**config.mk**
```make
export PLATFORM = sky130hd
export DESIGN_NAME = roi_crop_stream
export DESIGN_NICKNAME = d
export VERILOG_FILES = /design/src/rtl/roi_crop_pkg.sv /design/src/rtl/roi_skid_buffer.sv /design/src/rtl/roi_crop_stream.sv
export SDC_FILE = /design/constraint.sdc
export NUM_CORES = 1
export LEC_CHECK = 0
export CAP_MARGIN = 20
export CELL_PAD_IN_SITES_DETAIL_PLACEMENT = 0
export CELL_PAD_IN_SITES_GLOBAL_PLACEMENT = 2
export CORE_MARGIN = 10
export CORE_UTILIZATION = 37
export DETAILED_ROUTE_END_ITERATION = 7
export GPL_TIMING_DRIVEN = 0
export PLACE_DENSITY = 0.84
export SKIP_CTS_REPAIR_TIMING = 1
export SLEW_MARGIN = 25
export SYNTH_ARGS = -nofsm -noshare
export SYNTH_HDL_FRONTEND = slang
export SYNTH_HIERARCHICAL = 1
export SYNTH_SLANG_ARGS = --single-unit
```
**constraint.sdc**
```tcl
create_clock -name clk -period 6.2 [get_ports clk]
set_clock_uncertainty 0.05 [all_clocks]
set_input_delay 1.24 -clock clk [delete_from_list [all_inputs] [get_ports clk]]
set_output_delay 1.24 -clock clk [all_outputs]
set_load 0.01 [all_outputs]
```
**src/rtl/roi_crop_pkg.sv**
```systemverilog
// Shared widths, stride encodings and sideband bundle for the ROI crop stream.
package roi_crop_pkg;

    localparam logic [1:0] STRIDE_LOG2_1 = 2'd0;
    localparam logic [1:0] STRIDE_LOG2_2 = 2'd1;
    localparam logic [1:0] STRIDE_LOG2_4 = 2'd2;

    typedef struct packed {
        logic sof;
        logic eol;
        logic eof;
    } sideband_t;

    localparam int SIDEBAND_W = $bits(sideband_t);

    // Never return a zero width, so degenerate 1-pixel frames still elaborate.
    function automatic int clog2_min1(input int value);
        int r;
        r = $clog2(value);
        return (r < 1) ? 1 : r;
    endfunction

    function automatic int coord_w(input int extent);
        return clog2_min1(extent);
    endfunction

    function automatic int size_w(input int extent);
        return clog2_min1(extent + 1);
    endfunction

    function automatic logic [1:0] norm_stride(input logic [1:0] sl);
        return (sl == 2'd3) ? STRIDE_LOG2_4 : sl;
    endfunction

    function automatic logic [2:0] stride_step(input logic [1:0] sl);
        case (sl)
            STRIDE_LOG2_1: return 3'd1;
            STRIDE_LOG2_2: return 3'd2;
            default:       return 3'd4;
        endcase
    endfunction

    function automatic logic [2:0] stride_mask(input logic [1:0] sl);
        case (sl)
            STRIDE_LOG2_1: return 3'd0;
            STRIDE_LOG2_2: return 3'd1;
            default:       return 3'd3;
        endcase
    endfunction

endpackage

```
**src/rtl/roi_skid_buffer.sv**
```systemverilog
// Two-entry skid buffer with a registered push-side ready.
module roi_skid_buffer #(
    parameter int DATA_W = 16
) (
    input  logic              clk,
    input  logic              reset,
    input  logic              push_valid,
    input  logic [DATA_W-1:0] push_data,
    output logic              push_ready,
    output logic              pop_valid,
    input  logic              pop_ready,
    output logic [DATA_W-1:0] pop_data
);

    logic [DATA_W-1:0] mem_q [2];
    logic [DATA_W-1:0] mem_d [2];
    logic              wr_ptr_q, wr_ptr_d;
    logic              rd_ptr_q, rd_ptr_d;
    logic [1:0]        count_q, count_d;
    logic              ready_q, ready_d;
    logic              do_push, do_pop;

    assign do_push    = push_valid && ready_q;
    assign do_pop     = pop_ready && (count_q != 2'd0);
    assign push_ready = ready_q;
    assign pop_valid  = (count_q != 2'd0);
    assign pop_data   = mem_q[rd_ptr_q];

    always_comb begin
        mem_d    = mem_q;
        wr_ptr_d = wr_ptr_q;
        rd_ptr_d = rd_ptr_q;
        count_d  = count_q;
        if (do_push) begin
            mem_d[wr_ptr_q] = push_data;
            wr_ptr_d        = ~wr_ptr_q;
        end
        if (do_pop) begin
            rd_ptr_d = ~rd_ptr_q;
        end
        case ({do_push, do_pop})
            2'b10:   count_d = count_q + 2'd1;
            2'b01:   count_d = count_q - 2'd1;
            default: count_d = count_q;
        endcase
        // Ready reflects occupancy after this cycle's traffic, so it never waits on pop_ready combinationally.
        ready_d = (count_d < 2'd2);
    end

    always_ff @(posedge clk) begin
        if (reset) begin
            wr_ptr_q <= 1'b0;
            rd_ptr_q <= 1'b0;
            count_q  <= 2'd0;
            ready_q  <= 1'b1;
        end else begin
            wr_ptr_q <= wr_ptr_d;
            rd_ptr_q <= rd_ptr_d;
            count_q  <= count_d;
            ready_q  <= ready_d;
        end
    end

    for (genvar gi = 0; gi < 2; gi++) begin : g_mem
        always_ff @(posedge clk) begin
            mem_q[gi] <= mem_d[gi];
        end
    end

endmodule

```
**src/rtl/roi_crop_stream.sv**
```systemverilog
// Crops and decimates a raster pixel stream to a per-frame window, tagging sof/eol/eof.
module roi_crop_stream
    import roi_crop_pkg::*;
#(
    parameter  int PIXEL_BIT_WIDTH = 12,
    parameter  int CHANNELS        = 1,
    parameter  int IN_ROWS         = 40,
    parameter  int IN_COLS         = 40,
    localparam int XW              = coord_w(IN_COLS),
    localparam int YW              = coord_w(IN_ROWS),
    localparam int WW              = size_w(IN_COLS),
    localparam int HW              = size_w(IN_ROWS),
    localparam int DW              = PIXEL_BIT_WIDTH * CHANNELS
) (
    input  logic          clk,
    input  logic          reset,
    input  logic [XW-1:0] cfg_x0,
    input  logic [YW-1:0] cfg_y0,
    input  logic [WW-1:0] cfg_w,
    input  logic [HW-1:0] cfg_h,
    input  logic [1:0]    cfg_stride_log2,
    input  logic [DW-1:0] in_data,
    input  logic          in_valid,
    output logic          in_ready,
    output logic [DW-1:0] out_data,
    output logic          out_valid,
    input  logic          out_ready,
    output logic          out_sof,
    output logic          out_eol,
    output logic          out_eof,
    output logic          frame_done
);

    // Extra headroom so x + step and x0 + w never wrap.
    localparam int XE = WW + 3;
    localparam int YE = HW + 3;
    localparam logic [XW-1:0] X_LAST  = XW'(IN_COLS - 1);
    localparam logic [YW-1:0] Y_LAST  = YW'(IN_ROWS - 1);
    localparam logic [XE-1:0] X_LIMIT = XE'(IN_COLS);
    localparam logic [YE-1:0] Y_LIMIT = YE'(IN_ROWS);

    logic [XW-1:0] x_q, x_d;
    logic [YW-1:0] y_q, y_d;
    logic [XW-1:0] x0_q, x0_d;
    logic [YW-1:0] y0_q, y0_d;
    logic [WW-1:0] x_end_q, x_end_d;
    logic [HW-1:0] y_end_q, y_end_d;
    logic [1:0]    sl_q, sl_d;
    logic          kept_seen_q, kept_seen_d;
    logic          frame_done_q, frame_done_d;

    logic [XE-1:0] live_x_sum;
    logic [YE-1:0] live_y_sum;
    logic [WW-1:0] live_x_end;
    logic [HW-1:0] live_y_end;
    logic [1:0]    live_sl;

    logic          at_origin, accept, push, keep, last_pos, shadow_load;
    logic [XW-1:0] eff_x0;
    logic [YW-1:0] eff_y0;
    logic [WW-1:0] eff_x_end;
    logic [HW-1:0] eff_y_end;
    logic [1:0]    eff_sl;
    logic [XE-1:0] x_ext, x0_ext, x_end_ext, dx;
    logic [YE-1:0] y_ext, y0_ext, y_end_ext, dy;
    logic          x_hit, y_hit, x_last_kept, y_last_kept;
    sideband_t     sb_in, sb_out;
    logic [DW+SIDEBAND_W-1:0] skid_out;

    always_comb begin
        live_x_sum = XE'(cfg_x0) + XE'(cfg_w);
        live_y_sum = YE'(cfg_y0) + YE'(cfg_h);
        live_x_end = (live_x_sum > X_LIMIT) ? WW'(X_LIMIT) : WW'(live_x_sum);
        live_y_end = (live_y_sum > Y_LIMIT) ? HW'(Y_LIMIT) : HW'(live_y_sum);
        live_sl    = norm_stride(cfg_stride_log2);
    end

    assign at_origin = (x_q == '0) && (y_q == '0);
    assign accept    = in_valid && in_ready;
    assign last_pos  = (x_q == X_LAST) && (y_q == Y_LAST);

    // The origin beat is judged against the live config it is about to latch.
    always_comb begin
        eff_x0    = at_origin ? cfg_x0     : x0_q;
        eff_y0    = at_origin ? cfg_y0     : y0_q;
        eff_x_end = at_origin ? live_x_end : x_end_q;
        eff_y_end = at_origin ? live_y_end : y_end_q;
        eff_sl    = at_origin ? live_sl    : sl_q;

        x_ext     = XE'(x_q);
        x0_ext    = XE'(eff_x0);
        x_end_ext = XE'(eff_x_end);
        y_ext     = YE'(y_q);
        y0_ext    = YE'(eff_y0);
        y_end_ext = YE'(eff_y_end);
        dx        = x_ext - x0_ext;
        dy        = y_ext - y0_ext;

        x_hit = (x_ext >= x0_ext) && (x_ext < x_end_ext)
                && ((dx & XE'(stride_mask(eff_sl))) == '0);
        y_hit = (y_ext >= y0_ext) && (y_ext < y_end_ext)
                && ((dy & YE'(stride_mask(eff_sl))) == '0);
        x_last_kept = (x_ext + XE'(stride_step(eff_sl))) >= x_end_ext;
        y_last_kept = (y_ext + YE'(stride_step(eff_sl))) >= y_end_ext;
        keep = x_hit && y_hit;

        sb_in.sof = !kept_seen_q;
        sb_in.eol = x_last_kept;
        sb_in.eof = x_last_kept && y_last_kept;
    end

    assign push = accept && keep;

    always_comb begin
        x_d = x_q;
        y_d = y_q;
        if (accept) begin
            if (x_q == X_LAST) begin
                x_d = '0;
                y_d = (y_q == Y_LAST) ? '0 : y_q + 1'b1;
            end else begin
                x_d = x_q + 1'b1;
            end
        end

        shadow_load = reset || (accept && at_origin);
        x0_d    = shadow_load ? cfg_x0     : x0_q;
        y0_d    = shadow_load ? cfg_y0     : y0_q;
        x_end_d = shadow_load ? live_x_end : x_end_q;
        y_end_d = shadow_load ? live_y_end : y_end_q;
        sl_d    = shadow_load ? live_sl    : sl_q;

        kept_seen_d = kept_seen_q;
        if (accept && last_pos) begin
            kept_seen_d = 1'b0;
        end else if (push) begin
            kept_seen_d = 1'b1;
        end
        frame_done_d = accept && last_pos;
    end

    always_ff @(posedge clk) begin
        if (reset) begin
            x_q          <= '0;
            y_q          <= '0;
            kept_seen_q  <= 1'b0;
            frame_done_q <= 1'b0;
        end else begin
            x_q          <= x_d;
            y_q          <= y_d;
            kept_seen_q  <= kept_seen_d;
            frame_done_q <= frame_done_d;
        end
        x0_q    <= x0_d;
        y0_q    <= y0_d;
        x_end_q <= x_end_d;
        y_end_q <= y_end_d;
        sl_q    <= sl_d;
    end

    roi_skid_buffer #(
        .DATA_W (DW + SIDEBAND_W)
    ) u_skid (
        .clk        (clk),
        .reset      (reset),
        .push_valid (push),
        .push_data  ({sb_in, in_data}),
        .push_ready (in_ready),
        .pop_valid  (out_valid),
        .pop_ready  (out_ready),
        .pop_data   (skid_out)
    );

    assign sb_out     = skid_out[DW +: SIDEBAND_W];
    assign out_data   = skid_out[DW-1:0];
    assign out_sof    = sb_out.sof;
    assign out_eol    = sb_out.eol;
    assign out_eof    = sb_out.eof;
    assign frame_done = frame_done_q;

endmodule
```
==> results.yml, run 1 <==
cells_and_area:
  fillers: 1202
  n_antenna_cell: 0
  syn_to_final_growth_pct: 24.08
  fin_cells: 666
  final_nets: 592
  drive_gt1_frac: 0.09312
route:
  drtIter0Drc: 110
  firstDrtPassIters: 6
  routed_wl_um: 10250
  drc_errors: 0
  routed_via_density: 4.923
  wl_per_cell_um: 15.40
  vias: 3279
  ant_nets: 0
clock_network:
  clk_pin_slew_ns: 0.06
  clock_sinks: 75
  h-tree-depth: 3
  clkLatencyLatePin_ns: 0.34
  cts_root_buffer: "clkbuf_16"
  clockBufferDepth: 2
  cts-buffers-inserted: 9
  cts_tree: "yes"
critical_path:
  path_common_cell: "ha_1"
  crit_path_end_kind: "flip-flop"
  cp_slowest_stage_delay_ns: 0.47
  crit_arrival_ns: 5.94
  crit_required_ns: 6.37
  crit_type: "input pin to flip-flop"
  worstPathCellList: "clkdlybuf4s50_1 > ha_1 > fa_1 > a31o_2 > xor2_1 > nor4_1 > o21a_1 > nand2b_1 > mux2i_1 > ha_1 > a211oi_1 > o22ai_1 > a211oi_1 > and4b_1 > nand3_1 > inv_1 > nand2_1 > ha_1 > nor2_2 > mux2_1"
  r2r_cells: 15
  path_max_fanout: 4
  critPathLaunchType: "input pin"
  cpMaxStageDelayCell: "clkdlybuf4s50_1"
global_route:
  grt_first_pass_wirelength_um: 17080
  grt_usage: 0.1177
  antenna_found_initial: 0
  grt_max_degree: 19
  first_global_vias: 3446
  grt-ovfl-total: 0
synth:
  synth_flop_cell: "edfxtp_1"
  ys_seq_area_frac: 0.4328
  netlist_instances: 418
  ys_types: 60
  synth-seq-cells: 75
  ys_warn_count: 6
  async_reset_ff_frac: 0
  synth_edf_count: 56
  synth_nets: 521
  syn_area_sq_um: 4765
  synth.avg_cell_area_sq_um: 11.40
sta:
  fmaxAchievable_mhz: 173.4
  hold_viol_final: 0
  tightest_slew_ns: 0.7495
  drv_slew: 0
  slew_headroom: 0.5003
  finalSetupViolations: 0
  setup_tns_ns: 0
  fin_crit_ns: 5.768
  setup_slack_ns: 0.4316
  period_share: 0.9304
  rsz0062_at_grt: "no"
power_and_ir_drop:
  vdd_drop_max_uv: 148.3
  p_per_area_nw_per_um2: 234.1
  leakagePower_nw: 2.428
worst_hold_path:
  worst_hold_path.num_cells: 2
  hp-class: "flip-flop to flip-flop"
floorplanning:
  start_util: 0.3776
  die_area_sq_um: 17820
  die_x_um: 133.5
  dieHeight_um: 133.5
  ios: 60
  core_sq_um: 12620
  core.rowCount: 41
run:
  max-cap-violations: 0
place:
  port_buffers: 59
  hpwl_um: 8126
  place_ws_ns: -0.1041
  dp.cells: 650
  gp_congestion: 0.7910
outcome:
  status: "complete, no violations"
==> flip-flops by register name, indices dropped and copies added, names as in the netlist, named ones only <==
register	count
y_q	6
u_skid/count_q	1
x_q	6
x0_q	6
u_skid/mem_q	30
u_skid/rd_ptr_q	1
kept_seen_q	1
u_skid/push_ready	1
u_skid/wr_ptr_q	1
x_end_q	6
frame_done	1
y_end_q	6
y0_q	6
sl_q	2
==> metal layers <==
metal / global-route usage / vias to the layer above / wire length (um)
met3: 0.02970 / 10 / 451
met5: 0 / - / 0
met4: 0.04353 / 0 / 178
li1: - / 1697 / -
met1: 0.1550 / 1503 / 5180
met2: 0.1820 / 69 / 4444
==> critical path, delay by kind of cell <==
family	cells	cell delay, ns
buffers and inverters	2	0.58
muxes	2	0.57
adders and majority gates	4	1.33
and+or+nand+nor	6	1.01
AOI/OAI and AO/OA	5	1.01
xor gates and xnor gates	1	0.17
==> path summary, 6_finish.rpt <==
check / slack (ns) / end / startpoint
worst max-delay path: 0.43 / flip-flop / cfg_x0[0]
worst min-delay path: 0.43 / kept_seen_q / kept_seen_q
worst max register to register: 1.47 / u_skid/mem_q[27] / y_q[0]
worst min register to register: 0.43 / kept_seen_q / kept_seen_q
==> cells in the final DEF, fill, tap and decap left out, types with 4 or more instances in the layout <==
master           netlist  layout
clkdlybuf4s50_1        0      59
ha_1                  57      57
edfxtp_1              56      56
nand2_1               28      28
nor2_1                26      25
mux2i_1               22      21
a21oi_1               21      20
dfxtp_1               19      19
xor2_1                18      18
a21o_1                14      14
xnor2_1               14      14
inv_1                 12      12
o21ai_0               10      10
mux2_1                10      10
clkbuf_16              0       9
nor3_1                 7       7
and2_1                 7       7
nand2b_1               6       6
nor2b_1                6       6
mux2_2                 6       6
a211oi_1               5       5
and3_1                 5       5
nand3_1                5       5
nand4_1                4       4
fa_1                   4       4
==> cells by family after synthesis <==
kind of cell,synth area share
compound gates,0.1066
xor+xnor,0.05882
fa+ha+maj,0.1665
buf+inv,0.02547
flops,0.4328
mux,0.08718
simple gates,0.1226
==> where the power goes <==
part / total (mW) / internal, mW / switching, mW
Clock: 0.498 / 0.278 / 0.220
Sequential: 0.576 / 0.568 / 0.00828
Combinational: 0.310 / 0.147 / 0.163
Total: 1.38 / 0.992 / 0.392
==> area by class of cell <==
type / instances / area, sq um / area share
Multi-Input combinational cell: 320 / 2611 / 0.4417
Sequential cell: 75 / 2062 / 0.3488
Timing Repair Buffer: 60 / 618.1 / 0.1046
Clock buffer: 9 / 225.2 / 0.03810
Tap cell: 172 / 215.2 / 0.03640
Buffer: 11 / 76.32 / 0.01291
Clock inverter: 7 / 58.81 / 0.009947
Inverter: 12 / 45.04 / 0.007619
==> synthesized netlist by cell type (7+ instances only) <==
cell | n | area, sq um
ha_1 | 57 | 713.2
a21oi_1 | 21 | 105.1
a21o_1 | 14 | 105.1
nor2_1 | 26 | 97.59
dfxtp_1 | 19 | 380.4
xnor2_1 | 14 | 122.6
and2_1 | 7 | 43.79
inv_1 | 12 | 45.04
xor2_1 | 18 | 157.7
o21ai_0 | 10 | 50.05
nand2_1 | 28 | 105.1
edfxtp_1 | 56 | 1682
mux2_1 | 10 | 112.6
nor3_1 | 7 | 35.03
mux2i_1 | 22 | 220.2
==> metrics by stage <==
step,hold WS [ns],util,cell area (sq um),power (mW)
after floorplan,0.3934,-,4765,0.7991
after global placement,0.4066,0.4414,5570,0.8839
after detailed placement,0.4188,0.4447,5612,0.8968
after CTS,0.4322,0.4672,5896,1.401
after global routing,0.4658,0.4685,5912,1.466
final,0.4287,0.4685,5912,1.384
Power figures use the tool's default switching activity.
==> run 2, diff against run 1 <==
- SYNTH_HIERARCHICAL: 1 -> unset
==> run 2 against run 1 <==
  * Clock power up 9.2%
  * Maximum frequency increased by 2.0%
  * Die area fell by 0.80%
  * Critical path depth up 3
  * Combinational power fell by 5%
  * Non-clock buffer count rose by 2
  * Via count grew 0.82%
  * Synthesized cell count unchanged
  * Sequential cell count unchanged
  * Sequential share of layout area increased by 0.20 points
  * Total power increased by 2.1%
==> results.yml, run 2 <==
outcome:
  status: "complete, no violations"
sta:
  tightest_slew_ns: 0.7850
  fin_crit_ns: 5.655
  fmaxAchievable_mhz: 176.8
  period_share: 0.9121
  setup_tns_ns: 0
  drv_slew: 0
  rsz0062_at_grt: "no"
  hold_viol_final: 0
  finalSetupViolations: 0
  slew_headroom: 0.4766
synth:
  synth.avg_cell_area_sq_um: 11.29
  async_reset_ff_frac: 0
  ys_seq_area_frac: 0.4369
  synth_nets: 521
  synth.most_common_cell: "ha_1"
  netlist_instances: 418
  synth_edf_count: 56
  synth_flop_cell: "edfxtp_1"
  ys_warn_count: 0
  ys_types: 58
  syn_area_sq_um: 4720
  synthTopCellsByCount: "57 x ha_1, 56 x edfxtp_1, 29 x nor2_1"
  ys_top_cells_by_area: "edfxtp_1 36%, ha_1 15%, dfxtp_1 8.1%"
  yosysTopAreaCellShare: 0.3563
  synth-seq-cells: 75
  synth_largest_area_cell: "edfxtp_1"
cells_and_area:
  largest_reg_flops: 30
  most-common-layout-cells: "58 x clkdlybuf4s50_1, 57 x ha_1, 56 x edfxtp_1, 28 x nor2_1, 27 x nand2_1"
  syn_to_final_growth_pct: 24.55
  top_register: "u_skid.mem_q"
  n_antenna_cell: 0
  final_nets: 591
  finish.utilization: 0.4677
  final_common_cell: "clkdlybuf4s50_1"
  drive_gt1_frac: 0.09939
global_route:
  grt_first_pass_wirelength_um: 16960
  first_global_vias: 3372
  grt_use_met3: 0.04201
  grt_max_degree: 19
  grt_usage: 0.1188
  use_met1: 0.1528
  grt-ovfl-total: 0
  antenna_found_initial: 0
  grt_most_used_layer: "met2"
  grtUsageMet2: 0.1826
power_and_ir_drop:
  p_per_area_nw_per_um2: 240.5
  vdd_drop_max_uv: 107.4
  pwr-share-clk: 0.385
  p_sw_mw: 0.3884
  p_sw_frac: 0.2748
  p_int_mw: 1.025
  pwr-share-comb: 0.208
  leakagePower_nw: 2.402
  p_seq_frac: 0.407
floorplanning:
  ios: 60
  core_sq_um: 12570
  die_area_sq_um: 17670
  dieHeight_um: 132.9
  die_x_um: 132.9
  core.rowCount: 41
  start_util: 0.3755
route:
  firstDrtPassIters: 4
  drtIter0Drc: 97
  drc_errors: 0
  routed_wl_um: 10240
  vias: 3306
  ant_nets: 0
  routed_via_density: 4.971
  wl_per_cell_um: 15.40
place:
  gp_congestion: 0.7822
  port_buffers: 58
  hpwl_um: 8081
critical_path:
  critPathLaunchType: "input pin"
  crit_start: "cfg_y0[0]"
  crit_type: "input pin to flip-flop"
  crit_arrival_ns: 5.84
  rr_startpoint: "x_q[1]"
  path_max_fanout: 5
  crit_required_ns: 6.39
  crit_path_end_kind: "flip-flop"
clock_network:
  h-tree-depth: 3
  clkLatencyLatePin_ns: 0.35
  cts-buffers-inserted: 9
  clk_pin_slew_ns: 0.06
  cts_tree: "yes"
  cts_root_buffer: "clkbuf_16"
  clockBufferDepth: 2
  clock_sinks: 75
run:
  max-cap-violations: 0
worst_hold_path:
  hp-class: "flip-flop to flip-flop"
  hold_start: "kept_seen_q"
==> run 2: cell types whose count changed after synthesis, moves of 3 or more <==
cell and change:
a21o_1 +3, and3_1 -3, clkbuf_1 +6, mux2_1 -9
mux2_2 +10, nor2_1 +3, o21ai_0 -4, xnor2_1 +4
xor2_1 -4
==> run 2: worst max-delay path, stage by stage <==
cell and delay, ns:
clkdlybuf4s50_1 0.45, ha_1 0.25, fa_1 0.42, a21o_1 0.18
a21oi_1 0.21, nor2b_1 0.10, o31a_1 0.27, a31oi_2 0.23
a21oi_1 0.11, a21oi_1 0.22, ha_1 0.29, a21oi_1 0.14
nor2b_1 0.06, o21ai_0 0.19, nand4b_1 0.14, nor4bb_1 0.29
o211a_1 0.27, inv_2 0.09, ha_1 0.33, nor2_1 0.14
xnor2_1 0.08, nor2_1 0.11, inv_1 0.04
==> run 2: power by group through the flow <==
stage | registers (mW) | clock network, mW | logic (mW)
2_1_floorplan | 0.584 | 0 | 0.202
3_3_place_gp | 0.587 | 0 | 0.286
3_5_place_dp | 0.586 | 0 | 0.295
4_1_cts | 0.575 | 0.559 | 0.298
5_1_grt | 0.578 | 0.579 | 0.336
6_report | 0.575 | 0.544 | 0.294
==> run 2: metrics by stage <==
| step | cell area, sq um | instances | setup WS, ns | hold slack [ns] | power [mW] |
|---|---|---|---|---|---|
| global placement | 5515 | 648 | -0.4842 | 0.4048 | 0.8724 |
| detailed placement | 5557 | 649 | -0.1862 | 0.4156 | 0.8810 |
| global route | 5878 | 665 | 0.07856 | 0.4585 | 1.493 |
| CTS | 5866 | 665 | 0.2097 | 0.4254 | 1.432 |
| finish | 5878 | 665 | 0.5449 | 0.4248 | 1.414 |
| floorplan | 4720 | 418 | 0.8634 | 0.3927 | 0.7870 |
==> run 2: worst paths after layout <==
path / end / slack (ns) / cells past startpoint
worst min-delay path: kept_seen_q / 0.42 / 2
worst max register to register: u_skid.push_ready / 1.57 / 20
worst max-delay path: u_skid.push_ready / 0.54 / 23
worst min register to register: kept_seen_q / 0.42 / 2
==> run 2: layout make-up <==
type | instances | area [sq um]
Multi-Input combinational cell | 314 | 2571
Clock inverter | 7 | 83.83
Sequential cell | 75 | 2062
Inverter | 15 | 56.30
Tap cell | 172 | 215.2
Buffer | 14 | 56.30
Clock buffer | 9 | 225.2
Fill cell | 1173 | 6690
Timing Repair Buffer | 59 | 608.1
==> run 2: routing by layer <==
metal / routed length [um] / vias to the layer above
met5: 0 / -
met4: 113 / 0
met3: 529 / 9
met2: 4509 / 71
met1: 5089 / 1547
li1: - / 1679
==> run 2: logic make-up after synthesis <==
group	Yosys count	synth area share
fa+ha+maj	61	0.1681
compound gates	75	0.1066
flops	75	0.4369
mux	38	0.08616
buf+inv	29	0.02386
xor+xnor	32	0.05939
simple gates	108	0.1190
==> run 3, diff against run 2 <==
- CORE_UTILIZATION: 37 -> 34
- CTS_CLUSTER_DIAMETER: unset -> 80
- PLACE_DENSITY: 0.84 -> 0.79
- TNS_END_PERCENT: unset -> 10
==> run 3 against run 2 <==
  * Die area grew 7.5%
  * Sequential share of layout area increased by 0.14 points
  * Sequential power about the same
  * Clock power decreased by 8.1%
  * Largest cell class unchanged
  * Highest routed layer unchanged
==> results.yml, run 3 (synthesized netlist as in run 2, its figures left out) <==
critical_path:
  worstPathCellList: "clkdlybuf4s50_1 > ha_1 > fa_1 > a21o_1 > a21oi_1 > nor2b_1 > o31a_1 > a31oi_1 > a21oi_1 > a21oi_1 > ha_1 > a21oi_1 > nor2b_1 > o21ai_0 > nand4b_1 > nor4bb_1 > o211a_1 > inv_2 > ha_1 > nor2_1 > xnor2_1 > nor2_1 > inv_1"
  critPathBufInv: 3
  crit_path_end_kind: "flip-flop"
  path_max_fanout: 5
  crit_required_ns: 6.39
  r2r_setup_slack_ns: 1.45
  cp_slowest_stage_delay_ns: 0.45
  crit_type: "input pin to flip-flop"
  crit_arrival_ns: 5.99
  cpMaxStageDelayCell: "clkdlybuf4s50_1"
  path_common_cell: "a21oi_1"
  crit_family: "compound AO/OA/AOI/OAI gates"
  critPathLaunchType: "input pin"
sta:
  fin_crit_ns: 5.802
  rsz0062_at_grt: "no"
  tightest_slew_ns: 0.8058
  slew_headroom: 0.4628
  setup_tns_ns: 0
  fmaxAchievable_mhz: 172.4
  drv_slew: 0
  finalSetupViolations: 0
  hold_viol_final: 0
  period_share: 0.9358
power_and_ir_drop:
  vdd_drop_max_uv: 149.8
  leakagePower_nw: 2.393
  p_per_area_nw_per_um2: 234.1
  finalPower_mw: 1.370
place:
  gp_congestion: 0.8071
  hpwl_um: 8233
  port_buffers: 58
cells_and_area:
  drive_gt1_frac: 0.09736
  multi_input_area_sq_um: 2565
  syn_to_final_growth_pct: 24.05
  regArea_sq_um: 2062
  final_nets: 591
  fillers: 1300
  top_register: "u_skid.mem_q"
  n_antenna_cell: 0
  most-common-layout-cells: "58 x clkdlybuf4s50_1, 57 x ha_1, 56 x edfxtp_1, 28 x nor2_1, 27 x nand2_1"
  largest_reg_flops: 30
  final_common_cell: "clkdlybuf4s50_1"
global_route:
  antenna_found_initial: 0
  grt_usage: 0.1140
  grt_first_pass_wirelength_um: 16880
  grt-ovfl-total: 0
  grt_max_degree: 19
  first_global_vias: 3395
outcome:
  status: "complete, no violations"
route:
  ant_nets: 0
  routed_wl_um: 10420
  firstDrtPassIters: 4
  wl_per_cell_um: 15.58
  vias: 3305
  routed_via_density: 4.940
  drc_errors: 0
  drtIter0Drc: 143
clock_network:
  h-tree-depth: 3
  clockBufferDepth: 2
  cts_root_buffer: "clkbuf_16"
  clkLatencyLatePin_ns: 0.35
  cts-buffers-inserted: 9
  clock_sinks: 75
  cts_tree: "yes"
  clk_pin_slew_ns: 0.06
floorplanning:
  die_area_sq_um: 18990
  dieHeight_um: 137.8
  start_util: 0.3522
  die_x_um: 137.8
  ios: 60
  core_sq_um: 13400
  core.rowCount: 42
run:
  max-cap-violations: 0
worst_hold_path:
  hp-class: "flip-flop to flip-flop"
[run 3: where the power goes]
part / internal, mW / switching (mW) / total [mW]
Combinational: 0.138 / 0.156 / 0.294
Clock: 0.278 / 0.222 / 0.500
Sequential: 0.567 / 0.00893 / 0.576
Total: 0.983 / 0.387 / 1.37
[run 3: final timing paths]
kind,startpoint,cells past startpoint,endpoint
worst max register to register,x_q[0],20,u_skid.push_ready
worst min register to register,kept_seen_q,2,kept_seen_q
worst max-delay path,cfg_y0[0],23,u_skid.push_ready
worst min-delay path,kept_seen_q,2,kept_seen_q
[run 3: tightest hold or removal path: cells and delay by family, from the launching register on]
| family | cells | cell delay [ns] |
|---|---|---|
| AO/OA/AOI/OAI | 1 | 0.06 |
| flip-flops | 1 | 0.29 |
| buffers and inverters | 1 | 0.08 |
[run 3: layer usage]
metal,global-route usage,vias up,wire length (um)
met1,0.1442,1538,5094
met2,0.1796,74,4530
met3,0.03678,10,663
met5,0,-,0
li1,-,1683,-
met4,0.03824,0,136
[run 3: area by class of cell]
type,count,area share
multi-input combinational,314,0.4381
sequential,75,0.3522
timing repair buffer,59,0.1039
clock buffer,9,0.03847
tap,176,0.03761
clock inverter,7,0.01047
buffer,14,0.009617
inverter,15,0.009617
[run 3: per-stage QoR]
step	cells	setup slack (ns)	util	cell area (sq um)	hold slack, ns
3_5_place_dp	653	-0.2175	0.4150	5562	0.4173
3_3_place_gp	652	-0.5190	0.4120	5520	0.4045
4_1_cts	669	0.1624	0.4364	5848	0.4265
5_1_grt	669	0.03751	0.4369	5854	0.4612
2_1_floorplan	418	0.8634	-	4720	0.3927
6_report	669	0.3981	0.4369	5854	0.4300
